<file path="config.mk">
export PLATFORM = sky130hd
export DESIGN_NAME = mem_access_ctrl
export DESIGN_NICKNAME = d
export VERILOG_FILES = /design/src/rtl/mem_access_ctrl.sv
export SDC_FILE = /design/constraint.sdc
export NUM_CORES = 1
export LEC_CHECK = 0
export ABC_AREA = 1
export CAP_MARGIN = 20
export CORE_AREA = 2 2 96 98
export CTS_CLUSTER_DIAMETER = 120
export DETAILED_ROUTE_END_ITERATION = 7
export DIE_AREA = 0 0 98 100
export GPL_TIMING_DRIVEN = 0
export PLACE_DENSITY = 0.83
export SLEW_MARGIN = 10
export SYNTH_ARGS = -nofsm -noshare
export SYNTH_HDL_FRONTEND = slang
export SYNTH_SLANG_ARGS = --single-unit
</file>
<file path="constraint.sdc">
create_clock -name clk -period 2.6 [get_ports clk]
set_clock_uncertainty 0.1 [all_clocks]
set_input_delay 0.52 -clock clk [delete_from_list [all_inputs] [get_ports clk]]
set_output_delay 0.52 -clock clk [all_outputs]
set_load 0.01 [all_outputs]
</file>
<file path="src/rtl/mem_access_ctrl.sv">
// Data-memory access sequencer between the CPU MEM stage and a registered RAM:
// issues one-cycle strobes, waits out the read latency and reports completion.
module mem_access_ctrl #(
    parameter int unsigned DEPTH_WORDS = 32,
    parameter int unsigned READ_WAIT   = 1
) (
    input  logic        clk,
    input  logic        rst,
    input  logic        req_valid,
    input  logic        req_write,
    input  logic [15:0] req_addr,
    input  logic [15:0] req_wdata,
    output logic        busy,
    output logic        done,
    output logic        err,
    output logic [15:0] rdata,
    output logic        bank,
    output logic [15:0] rd_count,
    output logic [15:0] wr_count,
    output logic [15:0] Address,
    output logic [15:0] WriteData,
    output logic        MemRead,
    output logic        MemWrite,
    input  logic [15:0] ReadData,
    input  logic        AddressSrc
);

    localparam logic [1:0] S_IDLE  = 2'd0;
    localparam logic [1:0] S_ISSUE = 2'd1;
    localparam logic [1:0] S_WAIT  = 2'd2;
    localparam logic [1:0] S_DONE  = 2'd3;

    localparam logic [2:0] WAIT_INIT = 3'(READ_WAIT);

    logic [1:0]  state_q,     state_d;
    logic [2:0]  wait_q,      wait_d;
    logic        is_write_q,  is_write_d;
    logic        busy_q,      busy_d;
    logic        done_q,      done_d;
    logic        err_q,       err_d;
    logic [15:0] rdata_q,     rdata_d;
    logic        bank_q,      bank_d;
    logic [15:0] rd_count_q,  rd_count_d;
    logic [15:0] wr_count_q,  wr_count_d;
    logic [15:0] addr_q,      addr_d;
    logic [15:0] wdata_q,     wdata_d;
    logic        mem_read_q,  mem_read_d;
    logic        mem_write_q, mem_write_d;

    logic [15:0] req_idx;
    logic        in_range;

    assign req_idx  = req_addr >> 2;
    assign in_range = (32'(req_idx) < DEPTH_WORDS);

    always_comb begin
        state_d     = state_q;
        wait_d      = wait_q;
        is_write_d  = is_write_q;
        done_d      = 1'b0;
        err_d       = 1'b0;
        rdata_d     = rdata_q;
        bank_d      = bank_q;
        rd_count_d  = rd_count_q;
        wr_count_d  = wr_count_q;
        addr_d      = addr_q;
        wdata_d     = wdata_q;
        mem_read_d  = 1'b0;
        mem_write_d = 1'b0;

        case (state_q)
            S_IDLE: begin
                if (req_valid) begin
                    if (in_range) begin
                        addr_d      = req_addr;
                        wdata_d     = req_wdata;
                        is_write_d  = req_write;
                        mem_write_d = req_write;
                        mem_read_d  = ~req_write;
                        state_d     = S_ISSUE;
                    end else begin
                        // Rejected access completes immediately; the bus is left untouched.
                        done_d  = 1'b1;
                        err_d   = 1'b1;
                        bank_d  = AddressSrc;
                        state_d = S_DONE;
                    end
                end
            end
            S_ISSUE: begin
                if (is_write_q) begin
                    done_d     = 1'b1;
                    bank_d     = AddressSrc;
                    wr_count_d = wr_count_q + 16'd1;
                    state_d    = S_DONE;
                end else begin
                    wait_d  = WAIT_INIT;
                    state_d = S_WAIT;
                end
            end
            S_WAIT: begin
                wait_d = wait_q - 3'd1;
                if (wait_q == 3'd1) begin
                    rdata_d    = ReadData;
                    rd_count_d = rd_count_q + 16'd1;
                    done_d     = 1'b1;
                    bank_d     = AddressSrc;
                    state_d    = S_DONE;
                end
            end
            default: begin
                state_d = S_IDLE;
            end
        endcase

        busy_d = (state_d != S_IDLE);
    end

    always_ff @(posedge clk or negedge rst) begin
        if (!rst) begin
            state_q     <= S_IDLE;
            wait_q      <= '0;
            is_write_q  <= 1'b0;
            busy_q      <= 1'b0;
            done_q      <= 1'b0;
            err_q       <= 1'b0;
            rdata_q     <= '0;
            bank_q      <= 1'b0;
            rd_count_q  <= '0;
            wr_count_q  <= '0;
            addr_q      <= '0;
            wdata_q     <= '0;
            mem_read_q  <= 1'b0;
            mem_write_q <= 1'b0;
        end else begin
            state_q     <= state_d;
            wait_q      <= wait_d;
            is_write_q  <= is_write_d;
            busy_q      <= busy_d;
            done_q      <= done_d;
            err_q       <= err_d;
            rdata_q     <= rdata_d;
            bank_q      <= bank_d;
            rd_count_q  <= rd_count_d;
            wr_count_q  <= wr_count_d;
            addr_q      <= addr_d;
            wdata_q     <= wdata_d;
            mem_read_q  <= mem_read_d;
            mem_write_q <= mem_write_d;
        end
    end

    assign busy      = busy_q;
    assign done      = done_q;
    assign err       = err_q;
    assign rdata     = rdata_q;
    assign bank      = bank_q;
    assign rd_count  = rd_count_q;
    assign wr_count  = wr_count_q;
    assign Address   = addr_q;
    assign WriteData = wdata_q;
    assign MemRead   = mem_read_q;
    assign MemWrite  = mem_write_q;

    a_strobe_excl: assert property (@(posedge clk) disable iff (!rst)
        !(mem_read_q && mem_write_q));

endmodule

</file>
==> impl_metrics.tcl <==
set metrics [dict create \
    syn_nets 556 \
    fmax_mhz 506.9 \
    cp_slowest_stage_delay_ns 0.59 \
    grt_use_met3_pct 8.426 \
    fin_tns_setup_ns 0 \
    synth_top_area_share_pct 55.06 \
    clkPwrFrac_pct 20.8 \
    rsz0062_at_grt "no" \
    status "finished, final reports clean" \
    synth_area_leaders "dfrtp_1 (55%), nand2_1 (17%), inv_1 (6.6%)" \
    dieWidth_um 98 \
    clk_pin_slew_ns 0.10 \
    cts_tree "built" \
    grt_pass1_wl_um 15970 \
    p_sw_mw 1.489 \
    grtUsageMet1_pct 22.79 \
    min_period_ns 1.973 \
    ant_nets 0 \
    crit_buf_inv 1 \
    synthArstFlopShare_pct 100.0 \
    critPathLaunchType "flop" \
    combinationalPowerShare_pct 35.2 \
    maxSlewHeadroom_pct 61.43 \
    grt_pass1_vias 3594 \
    grt_antenna_before_repair 0 \
    yosysUniqueCellTypes 27 \
    hold-worst-slack_ns 0.05387 \
    hold_class "in -> async" \
    final_core_util_pct 66.50 \
    numCtsBuffers 9 \
    cp-end-kind "output pin" \
    crit_fanout 5 \
    worstPathCellList "clkdlybuf4s50_1" \
    syn_area_um2 4182 \
    synth-main-ff-cell "dfrtp_1" \
    crit_arrival_ns 1.35 \
    p_total_mw 4.301 \
    globalplace.congestion 0.7923 \
    peakVddDrop_mv 0.3643 \
    drt-initial-drc-count 80 \
    multi_input_area_um2 1525 \
    grt_usage_pct 20.07 \
    yosysTopAreaCell "dfrtp_1" \
    cp_top_family "buffers and inverters" \
    cts_root_buf "clkbuf_8" \
    clock_latency_ns 0.35 \
    seqCellArea_um2 2302 \
    required_ns 1.98 \
    p_int_mw 2.811 \
    synth-edff-count 0 \
    yosys_warnings 0 \
    cellLeakagePower_nw 2.961 \
    drcViolationCount 0 \
    yosys_register_bits 92 \
    core_area_um2 8890 \
    cts.sinks 92 \
    fin_area_um2 5912 \
    grt_busiest_layer "met2" \
    cts_setup_buffers 0 \
    syn_area_per_cell_um2 8.447 \
    initial_utilization_pct 47.04 \
    die_h_um 100 \
    grt_max_degree 50 \
    post_drt_wl_per_cell_um 12.32 \
    critPathKind "reg -> out" \
    dieArea_um2 9800 \
    slowest_stage "clkdlybuf4s50_1" \
    placed_area_um2 5727 \
    post-synth-top-count-cell "nand2_1" \
    p_per_area_nw_per_um2 727.5 \
    fillCellCount 747 \
    swShare_pct 34.63 \
    max_cap_viol_count 0 \
    grtUsageMet2_pct 34.30 \
    hold_buffers 0 \
    drive_above_1_share_pct 6.769 \
    h-tree-depth 3 \
    hold_viol 0 \
    num_antenna_cells 0 \
    cts-resized-gates 0 \
    routed_wl_um 9376 \
    timing.final.crit_share_pct 75.87 \
    num_rows 35 \
    hpwl_um 7304 \
    io_pins 139 \
    sequentialPowerShare_pct 44.0 \
    r2r_cells 7 \
    vias 3547 \
    fin_nets 706 \
    setup_viol 0 \
    seq_area_frac_synth_pct 55.06 \
    worst_slew_pin_slew_ns 0.5785 \
    cts_buffer_depth 2 \
    critical_path_depth 1 \
    synthTopCellsByCount "nand2_1 (186), dfrtp_1 (92), inv_1 (74)" \
    drt-vias-per-instance 4.661 \
    portBuffers 138 \
    maxSlewViolCount 0 \
    netlist_instances 495 \
    area_delta_synth_final_pct 41.38 \
    dr.pass1.iters 5 \
    grt_overflow 0 \
]
==> placed cells by master, fill, tap and decap left out, drive strengths merged, types with 8 or more instances in the layout <==
| cell | netlist | layout |
|---|---|---|
| o21ai | 33 | 33 |
| nand3 | 14 | 14 |
| xor2 | 12 | 12 |
| inv | 75 | 76 |
| nand2 | 188 | 188 |
| nor2 | 39 | 39 |
| ha | 8 | 8 |
| clkdlybuf4s50 | 0 | 137 |
| dfrtp | 92 | 92 |
| buf | 8 | 10 |
| clkbuf | 2 | 12 |
==> routing by layer <==
metal | share of wire (%) | wire length [um] | up-vias
met5 | 0 | 0 | -
met4 | 1.9 | 181 | 0
met3 | 9.6 | 903 | 17
met2 | 49 | 4562 | 107
met1 | 40 | 3728 | 1627
li1 | - | - | 1796
==> through the flow <==
step,setup WS (ns),cells
finish,0.6273,761
CTS,0.6051,761
global placement,-2.387,744
floorplan,1.005,495
detailed placement,0.4977,745
global route,0.5441,761
==> worst paths after layout <==
path / from / end / slack [ns]
hold / removal: rst / Address[0] / 0.05
hold reg to reg: Address[12] / Address[12] / 0.37
setup / recovery: rd_count[1] / rd_count[1] / 0.63
setup reg to reg: state_q[0] / rd_count[9] / 0.73
min in group clk: Address[12] / Address[12] / 0.37
max in group asynchronous: rst / wr_count[11] / 1.70
==> kinds of logic (layout without fill, tap and decap cells) <==
kind of cell,count (synthesis),in the layout,share of synthesized area [%]
buffers and inverters,85,240,8.468
DFF,92,92,55.06
and+or+nand+nor,256,256,25.73
AOI/OAI and AO/OA,37,37,4.788
xor gates and xnor gates,17,17,3.561
adders and majority gates,8,8,2.394
==> power groups by stage <==
stage | clock network (mW) | logic, mW | registers, mW
2_1_floorplan | 0 | 0.679 | 2.00
6_report | 0.895 | 1.51 | 1.89
3_5_place_dp | 0 | 1.53 | 1.92
5_1_grt | 0.979 | 1.71 | 1.93
4_1_cts | 0.923 | 1.54 | 1.90
3_3_place_gp | 0 | 1.46 | 1.90
==> registers in the layout, summed over array words and instances, names as in the netlist, 2 cells and up <==
signal,count
Address,16
WriteData,16
rd_count,16
rdata,16
state_q,2
wait_q,3
wr_count,16
==> final cells by class <==
cell class | instances | area share (%)
Inverter | 75 | 4.762
Tap cell | 111 | 2.349
Buffer | 10 | 1.228
Multi-Input combinational cell | 318 | 25.80
Timing Repair Buffer | 139 | 23.79
Clock buffer | 10 | 2.328
Sequential cell | 92 | 38.94
Clock inverter | 6 | 0.8042
No activity file was read; power rests on OpenSTA's default activity.
